===== src/rtl/wr_merge_pkg.sv =====
// Shared types and widths for the write-channel merge block.
package wr_merge_pkg;

  localparam int DATA_W = 8;

  typedef struct packed {
    logic [7:0] data;
    logic       wr_ena;
  } mystruct_s;

endpackage


===== src/rtl/wr_merge_fifo.sv =====
// Synchronous FIFO backing the merge block: occupancy counter plus wrapping
// read/write pointers over a power-of-two storage array.
module wr_merge_fifo #(
  parameter int DEPTH  = 8,
  parameter int DATA_W = 8
) (
  input  logic                     clk,
  input  logic                     rst,
  input  logic                     push,
  input  logic [DATA_W-1:0]        push_data,
  input  logic                     pop,
  output logic [DATA_W-1:0]        pop_data,
  output logic [$clog2(DEPTH):0]   level,
  output logic                     full,
  output logic                     empty
);

  localparam int AW = $clog2(DEPTH);
  localparam int LW = AW + 1;

  logic [DATA_W-1:0] mem [DEPTH];
  logic [AW-1:0]     wr_ptr_q, wr_ptr_d;
  logic [AW-1:0]     rd_ptr_q, rd_ptr_d;
  logic [LW-1:0]     level_q, level_d;
  logic              do_push, do_pop;

  // Pop is ignored when empty; push into a full FIFO only when a pop frees the slot.
  always_comb begin
    do_pop   = pop && (level_q != '0);
    do_push  = push && ((level_q != LW'(DEPTH)) || do_pop);
    wr_ptr_d = wr_ptr_q;
    rd_ptr_d = rd_ptr_q;
    level_d  = level_q;
    if (do_push) wr_ptr_d = wr_ptr_q + AW'(1);
    if (do_pop)  rd_ptr_d = rd_ptr_q + AW'(1);
    case ({do_push, do_pop})
      2'b10:   level_d = level_q + LW'(1);
      2'b01:   level_d = level_q - LW'(1);
      default: level_d = level_q;
    endcase
  end

  always_ff @(posedge clk or posedge rst) begin
    if (rst) begin
      wr_ptr_q <= '0;
      rd_ptr_q <= '0;
      level_q  <= '0;
    end else begin
      wr_ptr_q <= wr_ptr_d;
      rd_ptr_q <= rd_ptr_d;
      level_q  <= level_d;
    end
  end

  // Storage carries no reset; contents are meaningless until level says otherwise.
  always_ff @(posedge clk) begin
    if (do_push) mem[wr_ptr_q] <= push_data;
  end

  assign pop_data = mem[rd_ptr_q];
  assign level    = level_q;
  assign full     = (level_q == LW'(DEPTH));
  assign empty    = (level_q == '0);

endmodule


===== src/rtl/wr_chan_merge.sv =====
// Merges NCHAN write channels into one FIFO via a single-grant arbiter
// (round-robin or fixed priority) with a purely combinational grant path.
module wr_chan_merge
  import wr_merge_pkg::*;
#(
  parameter int NCHAN    = 3,
  parameter int DEPTH    = 8,
  parameter int ARB_MODE = 0
) (
  input  logic                   clk,
  input  logic                   rst,
  input  mystruct_s [NCHAN-1:0]  chan_in,
  output logic [NCHAN-1:0]       chan_rdy,
  input  logic                   enable,
  output logic [DATA_W-1:0]      out_data,
  output logic                   out_vld,
  input  logic                   out_rdy,
  output logic [$clog2(DEPTH):0] level,
  output logic                   status
);

  // Handshake: a word moves on a channel (wr_ena/chan_rdy) or on the output
  // (out_vld/out_rdy) only in a cycle where both sides are 1; ready never
  // waits on valid of the same interface beyond what is listed here.

  localparam int PW = (NCHAN > 1) ? $clog2(NCHAN) : 1;
  localparam int LW = $clog2(DEPTH) + 1;

  logic [PW-1:0]     ptr_q, ptr_d;
  logic [PW-1:0]     gnt_idx;
  logic              gnt_vld;
  logic [DATA_W-1:0] push_data;
  logic              pop;
  logic              space_ok;
  logic [LW-1:0]     fifo_level;
  logic              fifo_full, fifo_empty;
  int                arb_idx;

  assign pop      = out_rdy && !fifo_empty;
  assign space_ok = !fifo_full || pop;

  // Walk candidates in priority order; the first requester found takes the grant.
  always_comb begin
    chan_rdy  = '0;
    gnt_vld   = 1'b0;
    gnt_idx   = '0;
    push_data = '0;
    arb_idx   = 0;
    if (enable && space_ok && !rst) begin
      for (int i = 0; i < NCHAN; i++) begin
        arb_idx = (ARB_MODE == 1) ? i : ((int'(ptr_q) + i) % NCHAN);
        for (int j = 0; j < NCHAN; j++) begin
          if (!gnt_vld && (j == arb_idx) && chan_in[j].wr_ena) begin
            gnt_vld     = 1'b1;
            gnt_idx     = PW'(j);
            push_data   = chan_in[j].data;
            chan_rdy[j] = 1'b1;
          end
        end
      end
    end
  end

  // Pointer advances past the winner; with one channel it is pinned at 0.
  always_comb begin
    ptr_d = ptr_q;
    if ((ARB_MODE == 0) && gnt_vld) begin
      ptr_d = (gnt_idx == PW'(NCHAN - 1)) ? '0 : gnt_idx + PW'(1);
    end
  end

  always_ff @(posedge clk or posedge rst) begin
    if (rst) ptr_q <= '0;
    else     ptr_q <= ptr_d;
  end

  wr_merge_fifo #(
    .DEPTH  (DEPTH),
    .DATA_W (DATA_W)
  ) u_fifo (
    .clk       (clk),
    .rst       (rst),
    .push      (gnt_vld),
    .push_data (push_data),
    .pop       (pop),
    .pop_data  (out_data),
    .level     (fifo_level),
    .full      (fifo_full),
    .empty     (fifo_empty)
  );

  assign out_vld = !fifo_empty;
  assign level   = fifo_level;
  assign status  = fifo_full;

  a_grant_onehot: assert property (@(posedge clk) disable iff (rst) $onehot0(chan_rdy));
  a_level_bound:  assert property (@(posedge clk) disable iff (rst) fifo_level <= LW'(DEPTH));

endmodule

===== config.mk =====
export PLATFORM = sky130hd
export DESIGN_NAME = wr_chan_merge
export DESIGN_NICKNAME = d
export VERILOG_FILES = /design/src/rtl/wr_merge_pkg.sv /design/src/rtl/wr_merge_fifo.sv /design/src/rtl/wr_chan_merge.sv
export SDC_FILE = /design/constraint.sdc
export NUM_CORES = 1
export LEC_CHECK = 0
export ABC_AREA = 1
export CAP_MARGIN = 0
export CORE_MARGIN = 2
export CORE_UTILIZATION = 35
export DETAILED_ROUTE_END_ITERATION = 10
export PLACE_DENSITY = 0.55
export SYNTH_ARGS = -nofsm -noshare
export SYNTH_HDL_FRONTEND = slang
export SYNTH_SLANG_ARGS = --single-unit

===== constraint.sdc =====
create_clock -name clk -period 5.3 [get_ports clk]
set_input_delay 1.06 -clock clk [delete_from_list [all_inputs] [get_ports clk]]
set_output_delay 1.06 -clock clk [all_outputs]
set_load 0.02 [all_outputs]

# After elaboration in Yosys (flattened, before gate mapping)
# Memory sizes are Yosys's and may differ from the RTL's.
# Cells that the tools add are included.
[classes]
add_sub_neg = 7
div_mod_pow = 3
n_eq_ne = 11
muxes = 50
n_reduce_logical = 41
[ops]
columns = ["operator", "count"]
rows = [
  ["== test 2 x 32 -> 1 bit (first input constant)", 3],
  ["== test 3 x 32 -> 1 bit (first input constant)", 3],
  ["logical NOT 32 bit", 3],
  ["two-way mux 8 bit", 10],
  ["remainder unit 32 x 3 -> 32 bit (second input constant)", 2],
  ["remainder unit 3 x 3 -> 32 bit (second input constant)", 1],
  ["two-way mux 1 bit", 29],
  ["logical AND 1 bit", 22],
  ["two-way mux 2 bit", 9],
  ["logical NOT 1 bit", 11],
  ["case mux 4 bit (2 select lines)", 1],
  ["adder 3 x 1 -> 3 bit (second input constant)", 2],
  ["adder 4 x 1 -> 4 bit (second input constant)", 1],
  ["== test 2 bit (second input constant)", 2],
  ["== test 4 bit (second input constant)", 1],
  ["logical NOT 4 bit", 1],
  ["!= test 4 bit (second input constant)", 1],
  ["nonzero test 4 bit", 1],
  ["subtractor 4 x 1 -> 4 bit (second input constant)", 1],
  ["adder 2 x 1 -> 3 bit (second input constant)", 1],
  ["adder 2 x 2 -> 3 bit (second input constant)", 1],
  ["two-way mux 3 bit", 1],
  ["adder 2 x 1 -> 2 bit (second input constant)", 1],
  ["== test 2 x 1 -> 1 bit (second input constant)", 1],
  ["2 further kinds", 3],
]
[totals]
ff_bits = 12
mem_bits_rw = 64
inputBits = 31
output_inout_bits = 17
elab_cells = 117
mem_count = 1
[mem_list]
columns = ["name", "depth", "word_bits", "read_ports", "rd_clocked_by_memory_dff", "wr", "line_no", "source"]
rows = [
  ["u_fifo.mem", 8, 8, 1, 0, 1, "wr_merge_fifo.sv:21", "logic [DATA_W-1:0] mem [DEPTH];"],
]

# Depth between registers and ports, before layout
# Gate-level depths: netlist of the first run.
[logic_depth]
depth_word = 50
depth_mapped = 16
mapped_depth_nobuf = 15

# Cells and area by module
# From an unflattened synthesis of the first run, not the netlist that was laid out.
[hier_totals]
cells_unflattened = 423
hier_area_um2 = 4070.2
[modules_own_cells]
columns = ["mod", "n_inst", "cells_each", "area_per_inst_um2", "seq_area_each_um2"]
rows = [
  ["wr_merge_fifo", 1, 254, 3206.8, 2172.1],
  ["wr_chan_merge", 1, 169, 863.3, 50.0],
]

# Least setup slack after synthesis of the first run
# No wires, ideal clock.
[synth_timing]
path_kind = "in2out"
start = "input chan_in[18] (netlist name)"
end = "output chan_rdy[2]"
t_arrival_ns = 2.281
required_time_ns = 4.240
setup_slack_ns = 1.959
cell_stages = 10
path_buffers = 1
path_cell_list = "nand2_4 -> nand2_4 -> nor2_8 -> nand4_4 -> inv_2 -> nand2_4 -> nor2_8 -> inv_4 -> buf_6 -> a31oi_1"
[synth_via]
elab_chain_cells = 33
elab_cells_between_ends = 35
cone_classes = "mux (16); reduce/logical (19)"
[synth_rtl]
columns = ["item", "line_no", "source"]
rows = [
  ["start, declared", "wr_chan_merge.sv:12", "input mystruct_s [NCHAN-1:0] chan_in,"],
  ["logical AND 1 bit", "wr_chan_merge.sv:53", "if (!gnt_vld && (j == arb_idx) && chan_in[j].wr_ena) begin"],
  ["two-way mux 1 bit", "wr_chan_merge.sv:53", ""],
  ["two-way mux 1 bit", "wr_chan_merge.sv:49", "if (enable && space_ok && !rst) begin"],
  ["logical NOT 1 bit", "wr_chan_merge.sv:53", ""],
  ["logical AND 1 bit (2 in a row)", "wr_chan_merge.sv:53", ""],
  ["two-way mux 1 bit", "wr_chan_merge.sv:53", ""],
  ["two-way mux 1 bit", "wr_chan_merge.sv:49", ""],
  ["logical NOT 1 bit", "wr_chan_merge.sv:53", ""],
  ["[14 not listed]", "-", ""],
  ["logical NOT 1 bit", "wr_chan_merge.sv:53", ""],
  ["logical AND 1 bit (2 in a row)", "wr_chan_merge.sv:53", ""],
  ["two-way mux 1 bit", "wr_chan_merge.sv:53", ""],
  ["two-way mux 1 bit", "wr_chan_merge.sv:49", ""],
  ["logical NOT 1 bit", "wr_chan_merge.sv:53", ""],
  ["logical AND 1 bit (2 in a row)", "wr_chan_merge.sv:53", ""],
  ["two-way mux 1 bit (*)", "wr_chan_merge.sv:53", ""],
  ["two-way mux 3 bit (*)", "wr_chan_merge.sv:49", ""],
  ["end, declared", "wr_chan_merge.sv:13", "output logic [NCHAN-1:0] chan_rdy,"],
]
# Every way passes the cells marked *; elsewhere a longest branch is shown, timed or not. The select of a mux whose other input is x is not followed.

# Worst setup path after layout of the first run
[layout_timing]
start = "input chan_in[18] (netlist name)"
end = "output chan_rdy[1]"
[layout_via]
elab_chain_cells = 28
elab_cells_between_ends = 29
cone_classes = "mux (13); reduce/logical (16)"
[layout_rtl]
columns = ["item", "line_no"]
rows = [
  ["logical AND 1 bit", "wr_chan_merge.sv:53"],
  ["two-way mux 1 bit", "wr_chan_merge.sv:53"],
  ["two-way mux 1 bit", "wr_chan_merge.sv:49"],
  ["logical NOT 1 bit", "wr_chan_merge.sv:53"],
  ["logical AND 1 bit (2 in a row)", "wr_chan_merge.sv:53"],
  ["two-way mux 1 bit", "wr_chan_merge.sv:53"],
  ["two-way mux 1 bit", "wr_chan_merge.sv:49"],
  ["logical NOT 1 bit", "wr_chan_merge.sv:53"],
  ["[9 not listed]", "-"],
  ["logical NOT 1 bit", "wr_chan_merge.sv:53"],
  ["logical AND 1 bit (2 in a row)", "wr_chan_merge.sv:53"],
  ["two-way mux 1 bit", "wr_chan_merge.sv:53"],
  ["two-way mux 1 bit", "wr_chan_merge.sv:49"],
  ["logical NOT 1 bit", "wr_chan_merge.sv:53"],
  ["logical AND 1 bit (2 in a row)", "wr_chan_merge.sv:53"],
  ["two-way mux 1 bit (*)", "wr_chan_merge.sv:53"],
  ["two-way mux 3 bit (*)", "wr_chan_merge.sv:49"],
]
# Marks and branches as above.

==> flow_metrics.env, run 1 <==
export IMPL_gp_congestion=0.900
export IMPL_clkSlewWorstSetupHoldPaths_ns=0.06
export IMPL_ctsRootBufferMaster="clkbuf_16"
export IMPL_rsz0062_at_grt="false"
export IMPL_cts_resized=0
export IMPL_clk_insertion_delay_late_ns=0.33
export IMPL_cpLargestDelayFamily="simple AND/OR/NAND/NOR gates"
export IMPL_clock_sinks=76
export IMPL_grt_max_degree=35
export IMPL_drc_errors=0
export IMPL_dpl_hpwl_mm=6.43
export IMPL_max_stage_delay_ns=0.61
export IMPL_die_w_um=111
export IMPL_clk_path_buf_depth=2
export IMPL_power_density_nw_per_um2=553
export IMPL_cp_end_kind="output port"
export IMPL_fmax_mhz=225
export IMPL_first_global_vias=3065
export IMPL_slew_viol_final=0
export IMPL_drive_gt1_share_pct=8.37
export IMPL_grt_first_pass_wirelength_mm=15.4
export IMPL_synthFlopType="edfxtp_1"
export IMPL_multi_input_area_um2=1540
export IMPL_crit_chain="clkdlybuf4s50_1 > nand2_4 > nand2_4 > nor2_8 > nand4_4 > nor2_2 > nor2_1 > nor2_1 > clkdlybuf4s50_1"
export IMPL_cp_required_ns=4.24
export IMPL_crit_fanout=14
export IMPL_drt_vias_per_instance=4.92
export IMPL_fill_cells=1069
export IMPL_synth_ff_latch_count=76
export IMPL_cts_made_buffers=9
export IMPL_postCtsHoldBufs=0
export IMPL_yosys_warnings=0
export IMPL_setup_viol=0
export IMPL_vdd_drop_max_uv=198
export IMPL_cp_slowest_cell="clkdlybuf4s50_1"
export IMPL_startpoint_type="input port"
export IMPL_dieArea_um2=12300
export IMPL_grt_overflow_total=0
export IMPL_antenna_diode_count=0
export IMPL_io_buffer_count=47
export IMPL_grtUsageTotal_pct=15.8
export IMPL_stdcell_count=633
export IMPL_min_path_type="flip-flop to flip-flop"
export IMPL_row_count=39
export IMPL_synth_net_count=474
export IMPL_drv_cap=0
export IMPL_antenna_found_initial=0
export IMPL_syn_to_final_growth_pct=21.9
export IMPL_num_io_pins=48
export IMPL_ant_nets=0
export IMPL_netlist_area_um2=3990
export IMPL_fp_coreArea_um2=11300
export IMPL_worst_pin_slew_ns=1.00
export IMPL_nets=523
export IMPL_final_cell_mix="nand2_1 (88), nor2_1 (84), edfxtp_1 (64)"
export IMPL_post_drt_wl_per_cell_um=15.0
export IMPL_p_leak_nw=1.95
export IMPL_ff_latch_area_um2=2220
export IMPL_initial_core_util_pct=35.4
export IMPL_slew_headroom_pct=32.8
export IMPL_setup_tns_ns=0
export IMPL_totalWireLength_mm=9.46
export IMPL_die_h_um=111
export IMPL_hold_slack_ns=0.510
export IMPL_critPathKind="input port to output port"
export IMPL_yosysSeqAreaShare_pct=55.7
export IMPL_syn_avg_cell_area_um2=9.16
export IMPL_cts_tree="done"
export IMPL_drt_pass1_iter_count=4
export IMPL_dpl_cell_area_um2=4610
export IMPL_vias=3115
export IMPL_async_flop_share_pct=15.8
export IMPL_hold_viol=0
export IMPL_final_area_um2=4870
export IMPL_crit_arrival_ns=3.38
export IMPL_fin_crit_sh_pct=83.7
export IMPL_post_cts_buffers=0
export IMPL_status="finished clean"
export IMPL_dp_cells=617
export IMPL_layout_commonest_cell="nand2_1"
export IMPL_synth_cells=436
export IMPL_critPathBufInv=2
export IMPL_drtIter0Drc=203
export IMPL_synth_edf_count=64
export IMPL_synth_cell_types=35
export IMPL_fin_skew_ns=0.00608
export IMPL_min_period_ns=4.44
export IMPL_htree_levels=3
[through the flow]
stage               setup slack (ns)  power [W]  util (%)
finish                         0.865    0.00269      43.2
global route                   0.712    0.00290      43.2
CTS                            0.850    0.00272      43.2
detailed placement             0.862    0.00218      40.9
global placement               0.881    0.00217      40.9
floorplan                       1.96    0.00177         -
[sequential cells by signal (all words and copies together), names as in the netlist]
name             cells
u_fifo.rd_ptr_q      3
u_fifo.wr_ptr_q      3
ptr_q                2
u_fifo.level         4
u_fifo.mem          64
[worst reg2reg max path: cells and delay by family, from the launching register on]
family	cells	cell delay, ns
and+or+nand+nor	8	1.97
buffers and inverters	1	0.20
DFF	1	0.47
[report_power, final]
part           switching [W]  internal (W)
sequential         0.0000798      0.000782
clock               0.000225      0.000311
combinational       0.000813      0.000484
total                0.00112       0.00158
[layer usage]
metal / share of wire (%) / wire length (um) / global-route usage (%) / vias up
met4: 2.5 / 240 / 7.33 / 0
met5: 0 / 0 / 0 / -
li1: - / - / - / 1564
met1: 46 / 4400 / 20.3 / 1454
met2: 47 / 4430 / 25.3 / 83
met3: 4.2 / 397 / 3.99 / 14
[cells in the mapped netlist, types with 2 or more instances]
library cell / instances / area share, %
nand2_4: 4 / 1.1
o22ai_1: 10 / 1.6
buf_6: 2 / 0.56
nor3b_1: 3 / 0.56
nand2_2: 5 / 0.78
a31oi_1: 9 / 1.4
inv_2: 2 / 0.19
nand3_1: 15 / 1.9
edfxtp_1: 64 / 48
ha_1: 7 / 2.2
xnor2_1: 2 / 0.44
dfrtp_1: 12 / 7.5
inv_1: 39 / 3.7
clkbuf_1: 9 / 0.85
nand2_1: 88 / 8.3
nor2_2: 3 / 0.47
o21ai_0: 39 / 4.9
o21ai_2: 3 / 0.66
nor2_8: 2 / 1.0
a21oi_1: 12 / 1.5
nand4_1: 4 / 0.63
nor2_1: 84 / 7.9
xor2_1: 6 / 1.3
[kinds of logic after synthesis]
logic type,Yosys count,synth area share (%)
buf+inv,56,5.83
mux,1,0.282
flops,76,55.7
compound gates,75,10.3
simple gates,213,23.9
fa+ha+maj,7,2.19
xor+xnor,8,1.76
[path summary, 6_finish.rpt]
| check | from | end | slack (ns) | cells past startpoint |
|---|---|---|---|---|
| worst max-delay path | chan_in[18] | chan_rdy[1] | 0.86 | 9 |
| worst min-delay path | ptr_q[1] | ptr_q[1] | 0.51 | 2 |
| worst max register to register | u_fifo.level[1] | u_fifo.mem[2][0] | 2.26 | 9 |
| worst min register to register | ptr_q[1] | ptr_q[1] | 0.51 | 2 |
| max in group asynchronous | rst | u_fifo.wr_ptr_q[0] | 3.90 | 2 |
| min in group asynchronous | rst | u_fifo.level[0] | 1.08 | 2 |
[final cells by class]
type | instances | area share [%]
tap | 143 | 3.68
clock inverter | 6 | 0.643
sequential | 76 | 45.6
multi-input combinational | 304 | 31.7
inverter | 43 | 3.37
timing repair buffer | 51 | 10.3
clock buffer | 10 | 4.70
No activity file was read; power rests on OpenSTA's default activity.
==> run 2, diff against run 1 <==
==> constraint.sdc (replaced) <==
create_clock -name clk -period 4.2 [get_ports clk]
set_input_delay 0.84 -clock clk [delete_from_list [all_inputs] [get_ports clk]]
set_output_delay 0.84 -clock clk [all_outputs]
set_load 0.02 [all_outputs]
==> run 2 against run 1 <==
  * Clock power rose by 42%
  * Critical endpoint is now chan_rdy[2]
  * Combinational power rose by 30%
  * Flip-flop and latch count did not move
  * Critical path type unchanged
  * First-iteration DRC count fell by 35%
  * Total power rose by 30%
  * Global-route usage rose by 0.096 points
  * Register-to-register slack got worse by 1.0 ns
  * Clock skew fell by 0.0022 ns
==> flow_metrics.env, run 2 (synthesis gave the netlist of run 1 again) <==
export IMPL_critPathBufInv=4
export IMPL_dpl_hpwl_mm=6.48
export IMPL_hold_viol=0
export IMPL_vdd_drop_max_uv=260
export IMPL_startpoint_type="input port"
export IMPL_cts_made_buffers=9
export IMPL_crit_arrival_ns=3.11
export IMPL_dieArea_um2=12300
export IMPL_crit_fanout=12
export IMPL_min_path_type="flip-flop to flip-flop"
export IMPL_drt_pass1_iter_count=4
export IMPL_nets=533
export IMPL_grtUsageTotal_pct=15.9
export IMPL_clock_sinks=76
export IMPL_top_register="u_fifo.mem"
export IMPL_max_stage_delay_ns=0.64
export IMPL_crit_chain="clkdlybuf4s50_1 > nand2_4 > nand2_4 > nor2_8 > nand4_4 > inv_2 > nand2_4 > nor2_8 > inv_4 > a31oi_1 > clkdlybuf4s50_1"
export IMPL_cts_resized=0
export IMPL_largest_reg_flops=64
export IMPL_drc_errors=0
export IMPL_setup_tns_ns=0
export IMPL_final_cell_mix="nand2_1 (88), nor2_1 (84), edfxtp_1 (64)"
export IMPL_cpMostUsedCell="nand2_4"
export IMPL_intPower_w=0.00208
export IMPL_grt_first_pass_wirelength_mm=15.5
export IMPL_row_count=39
export IMPL_die_w_um=111
export IMPL_critPathKind="input port to output port"
export IMPL_fin_util_pct=44.2
export IMPL_cp_startpoint="chan_in[18]"
export IMPL_first_global_vias=3182
export IMPL_htree_levels=3
export IMPL_drtIter0Drc=131
export IMPL_power_density_nw_per_um2=706
export IMPL_timing_rr_start="ptr_q[0]"
export IMPL_grt_overflow_total=0
export IMPL_ctsRootBufferMaster="clkbuf_16"
export IMPL_drive_gt1_share_pct=10.6
export IMPL_status="finished clean"
export IMPL_slew_headroom_pct=55.5
export IMPL_p_sw_w=0.00143
export IMPL_min_period_ns=3.95
export IMPL_setup_viol=0
export IMPL_cts_tree="done"
export IMPL_antenna_diode_count=0
export IMPL_clk_insertion_delay_late_ns=0.33
export IMPL_totalWireLength_mm=9.26
export IMPL_post_drt_wl_per_cell_um=14.4
export IMPL_pwr_share_comb_pct=48.0
export IMPL_fp_coreArea_um2=11300
export IMPL_layout_commonest_cell="nand2_1"
export IMPL_hp_start="ptr_q[1]"
export IMPL_syn_to_final_growth_pct=24.7
export IMPL_io_buffer_count=47
export IMPL_cp_end_kind="output port"
export IMPL_slew_viol_final=0
export IMPL_p_seq_share_pct=30.2
export IMPL_switching_share_pct=40.7
export IMPL_clk_path_buf_depth=2
export IMPL_p_leak_nw=2.02
export IMPL_gp_congestion=0.892
export IMPL_cp_slowest_cell="clkdlybuf4s50_1"
export IMPL_vias=3120
export IMPL_antenna_found_initial=0
export IMPL_fin_skew_ns=0.00387
export IMPL_pwr_share_clk_pct=21.7
export IMPL_num_io_pins=48
export IMPL_postCtsHoldBufs=0
export IMPL_cp_required_ns=3.36
export IMPL_die_h_um=111
export IMPL_rsz0062_at_grt="false"
export IMPL_fmax_mhz=253
export IMPL_initial_core_util_pct=35.4
export IMPL_clkSlewWorstSetupHoldPaths_ns=0.06
export IMPL_drv_cap=0
export IMPL_fin_crit_sh_pct=93.9
export IMPL_grt_max_degree=34
export IMPL_drt_vias_per_instance=4.85
export IMPL_worst_pin_slew_ns=0.667
export IMPL_cpLargestDelayFamily="buffers and inverters"
export IMPL_post_cts_buffers=0
export IMPL_ant_nets=0
[run 2: cell type report]
class | count | area [um^2]
multi-input cells | 304 | 1540
flip-flops and latches | 76 | 2220
inverters | 43 | 164
well taps | 143 | 179
clock inverters | 7 | 75.1
fillers | 1038 | 6290
repair buffers | 61 | 576
clock buffers | 9 | 225
[run 2: worst min-delay path: cells and delay by family (launching register included)]
kind	cells	cell delay (ns)
simple gates	2	0.11
flops	1	0.38
[run 2: layer usage]
layer | part of all wire [%] | vias up | GRT usage (%)
li1 | - | 1586 | -
met1 | 44 | 1443 | 19.6
met2 | 50 | 80 | 27.9
met3 | 3.9 | 11 | 2.95
met4 | 2.0 | 0 | 6.00
met5 | 0 | - | 0
[run 2: metrics by stage]
step,instances,total power (W),setup slack (ns),hold WS (ns),area (um^2)
CTS,643,0.00355,0.272,0.537,4980
global route,643,0.00380,0.121,0.581,4980
detailed placement,627,0.00279,0.288,0.520,4680
global placement,627,0.00276,0.305,0.509,4680
finish,643,0.00351,0.254,0.525,4980
floorplan,436,0.00223,1.30,0.467,3990
[run 2: power by group through the flow]
stage	sequential (W)	clock (W)	combinational (W)
after floorplan	0.00109	0	0.00113
after detailed placement	0.00108	0	0.00171
after global placement	0.00107	0	0.00168
after CTS	0.00106	0.000776	0.00171
final	0.00106	0.000763	0.00169
after global routing	0.00108	0.000815	0.00190
[run 2: path summary, 6_finish.rpt]
| path | end | slack (ns) | cells past startpoint |
|---|---|---|---|
| worst max-delay path | chan_rdy[2] | 0.25 | 11 |
| worst min-delay path | ptr_q[1] | 0.52 | 2 |
| worst max register to register | u_fifo.level[2] | 1.25 | 15 |
| worst min register to register | ptr_q[1] | 0.52 | 2 |
| max in group asynchronous | u_fifo.level[2] | 3.02 | 2 |
| min in group asynchronous | ptr_q[1] | 0.85 | 2 |
==> run 3, diff against run 2 <==
--- a/config.mk
+++ b/config.mk
@@ -7,10 +7,13 @@
 export LEC_CHECK = 0
 export ABC_AREA = 1
 export CAP_MARGIN = 0
+export CELL_PAD_IN_SITES_DETAIL_PLACEMENT = 1
+export CELL_PAD_IN_SITES_GLOBAL_PLACEMENT = 2
 export CORE_MARGIN = 2
 export CORE_UTILIZATION = 35
 export DETAILED_ROUTE_END_ITERATION = 10
-export PLACE_DENSITY = 0.55
+export PLACE_DENSITY = 0.8
 export SYNTH_ARGS = -nofsm -noshare
 export SYNTH_HDL_FRONTEND = slang
+export SYNTH_HIERARCHICAL = 1
 export SYNTH_SLANG_ARGS = --single-unit
==> run 3 against run 2 <==
  * Clock skew rose by 0.0015 ns
  * First-iteration DRC count rose by 34%
  * Critical path depth fell by 2
  * Synthesized cell count fell by 3.0%
  * Core utilization rose by 0.18 points
==> flow_metrics.env, run 3 <==
export IMPL_fin_util_pct=44.3
export IMPL_holdPathEnd="u_fifo/rd_ptr_q[1]"
export IMPL_crit_chain="clkdlybuf4s50_1 > nand2_2 > nand2_4 > nor2_8 > nand3_4 > nor2_4 > nand2_2 > a31oi_1 > clkdlybuf4s50_1"
export IMPL_p_seq_share_pct=29.3
export IMPL_row_count=39
export IMPL_r2r_cells=18
export IMPL_max_stage_delay_ns=0.63
export IMPL_antenna_found_initial=0
export IMPL_drc_errors=0
export IMPL_dieArea_um2=12500
export IMPL_drt_pass1_iter_count=4
export IMPL_synth_adder_area_share_pct=2.34
export IMPL_vias=3095
export IMPL_synth_edf_count=64
export IMPL_die_w_um=112
export IMPL_worst_r2r_endpoint="u_fifo/level[3]"
export IMPL_ys_top_cells_by_count="nand2_1 (86), nor2_1 (66), edfxtp_1 (64)"
export IMPL_whs_path_depth=1
export IMPL_grt_max_degree=35
export IMPL_min_path_type="flip-flop to flip-flop"
export IMPL_grt_overflow_total=0
export IMPL_final_cell_mix="nand2_1 (86), nor2_1 (66), edfxtp_1 (64)"
export IMPL_hold_viol=0
export IMPL_min_period_ns=3.98
export IMPL_gp_congestion=0.826
export IMPL_yosys_warnings=6
export IMPL_hold_slack_ns=0.557
export IMPL_crit_fanout=12
export IMPL_nets=516
export IMPL_die_h_um=112
export IMPL_htree_levels=3
export IMPL_drive_gt1_share_pct=12.6
export IMPL_postCtsHoldBufs=0
export IMPL_stdcell_count=626
export IMPL_initial_core_util_pct=35.8
export IMPL_io_buffer_count=47
export IMPL_status="finished clean"
export IMPL_fmax_mhz=251
export IMPL_syn_avg_cell_area_um2=9.62
export IMPL_setup_viol=0
export IMPL_post_cts_buffers=0
export IMPL_synthFlopType="edfxtp_1"
export IMPL_synthMuxAreaShare_pct=2.24
export IMPL_pwr_share_comb_pct=47.7
export IMPL_ctsRootBufferMaster="clkbuf_16"
export IMPL_synth_top_family_by_area="simple AND/OR/NAND/NOR gates"
export IMPL_power_density_nw_per_um2=734
export IMPL_clk_path_buf_depth=2
export IMPL_cts_made_buffers=9
export IMPL_rsz0062_at_grt="false"
export IMPL_async_flop_share_pct=15.8
export IMPL_synth_most_common_cell="nand2_1"
export IMPL_synth_net_count=461
export IMPL_crit_arrival_ns=3.14
export IMPL_vdd_drop_max_uv=277
export IMPL_top_register="u_fifo/mem"
export IMPL_critPathKind="input port to output port"
export IMPL_slew_headroom_pct=52.7
export IMPL_synthSimpleGateAreaFrac_pct=24.8
export IMPL_pwr_share_clk_pct=23.0
export IMPL_drt_vias_per_instance=4.94
export IMPL_switching_share_pct=40.9
export IMPL_hp_start="u_fifo/rd_ptr_q[1]"
export IMPL_cts_tree="done"
export IMPL_intPower_w=0.00219
export IMPL_first_global_vias=3289
export IMPL_cts_resized=0
export IMPL_largest_reg_flops=64
export IMPL_grtUsageTotal_pct=16.4
export IMPL_cp_required_ns=3.36
export IMPL_num_io_pins=48
export IMPL_synthXorXnorAreaFrac_pct=1.08
export IMPL_worst_pin_slew_ns=0.707
export IMPL_synth_cells=423
export IMPL_cp_slowest_cell="clkdlybuf4s50_1"
export IMPL_totalWireLength_mm=9.69
export IMPL_antenna_diode_count=0
export IMPL_synth_ff_latch_count=76
export IMPL_synth_cell_types=38
export IMPL_syn_to_final_growth_pct=23.9
export IMPL_drv_cap=0
export IMPL_post_drt_wl_per_cell_um=15.5
export IMPL_ff2ff_setup_slack_ns=1.16
export IMPL_synth_largest_area_cell="edfxtp_1"
export IMPL_fp_coreArea_um2=11400
export IMPL_startpoint_type="input port"
export IMPL_dpl_hpwl_mm=7.14
export IMPL_fill_cells=1299
export IMPL_p_leak_nw=2.05
export IMPL_dp_cells=610
export IMPL_clk_insertion_delay_late_ns=0.33
export IMPL_clock_sinks=76
export IMPL_layout_commonest_cell="nand2_1"
export IMPL_timing_rr_start="ptr_q[0]"
export IMPL_grt_first_pass_wirelength_mm=16.4
export IMPL_cp_end_kind="output port"
export IMPL_fin_skew_ns=0.00534
export IMPL_netlist_area_um2=4070
export IMPL_synth_top_cell_area_share_pct=47.2
export IMPL_slew_viol_final=0
export IMPL_synthTopCellsByArea="edfxtp_1 (47%), nand2_1 (7.9%), dfrtp_1 (7.4%), nor2_1 (6.1%), o21ai_0 (5.8%)"
export IMPL_fin_crit_sh_pct=94.7
export IMPL_drtIter0Drc=176
export IMPL_setup_tns_ns=0
export IMPL_clkSlewWorstSetupHoldPaths_ns=0.06
export IMPL_ant_nets=0
export IMPL_yosysSeqAreaShare_pct=54.6
export IMPL_synth_compound_area_share_pct=9.65
export IMPL_p_sw_w=0.00151
run 3: per-stage QoR:
| step | power (W) | worst slack, ns | cell area (um^2) |
|---|---|---|---|
| after CTS | 0.00375 | 0.198 | 5040 |
| after global routing | 0.00399 | 0.0674 | 5040 |
| after global placement | 0.00282 | 0.269 | 4710 |
| after floorplan | 0.00235 | 1.07 | 4070 |
| final | 0.00370 | 0.221 | 5040 |
| after detailed placement | 0.00289 | 0.208 | 4710 |
run 3: layout make-up:
class                           instances  area (um^2)  area share, %
Inverter                               35          133           2.63
Clock buffer                            9          225           4.47
Clock inverter                          7          104           2.06
Multi-Input combinational cell        299         1630           32.4
Sequential cell                        76         2220           44.1
Tap cell                              143          179           3.55
Timing Repair Buffer                   57          546           10.8
run 3: critical path, delay by kind of cell:
family,cells,cell delay (ns)
compound gates,1,0.17
buf+inv,2,1.11
simple gates,6,1.01
run 3: power by group through the flow:
stage | combinational, W | sequential [W] | clock (W)
2_1_floorplan | 0.00125 | 0.00110 | 0
3_3_place_gp | 0.00173 | 0.00110 | 0
3_5_place_dp | 0.00178 | 0.00110 | 0
4_1_cts | 0.00179 | 0.00109 | 0.000868
5_1_grt | 0.00199 | 0.00110 | 0.000897
6_report | 0.00176 | 0.00109 | 0.000849
run 3: metal layers:
metal / track usage (%) / part of all wire, % / up-vias
met4: 5.60 / 1.4 / 0
li1: - / - / 1542
met1: 21.3 / 49 / 1494
met5: 0 / 0 / -
met2: 27.5 / 47 / 50
met3: 3.38 / 2.6 / 9
run 3: how the worst max path moves through the flow:
| stage | startpoint | cells after the start | slack, ns | to |
|---|---|---|---|---|
| floorplan | chan_in[0] | 17 | 1.07 | u_fifo/level[3] |
| global placement | chan_in[18] | 9 | 0.27 | chan_rdy[1] |
| detailed placement | chan_in[18] | 9 | 0.21 | chan_rdy[1] |
| CTS | chan_in[18] | 9 | 0.20 | chan_rdy[1] |
| global route | chan_in[18] | 9 | 0.07 | chan_rdy[1] |
| finish | chan_in[18] | 9 | 0.22 | chan_rdy[1] |
run 3: kinds of logic (layout without fill, tap and decap cells):
family / count (synthesis) / count (layout)
DFF: 76 / 76
muxes: 9 / 9
buffers and inverters: 48 / 108
adders and majority gates: 7 / 7
AOI/OAI and AO/OA: 75 / 75
xor gates and xnor gates: 5 / 5
and+or+nand+nor: 203 / 203
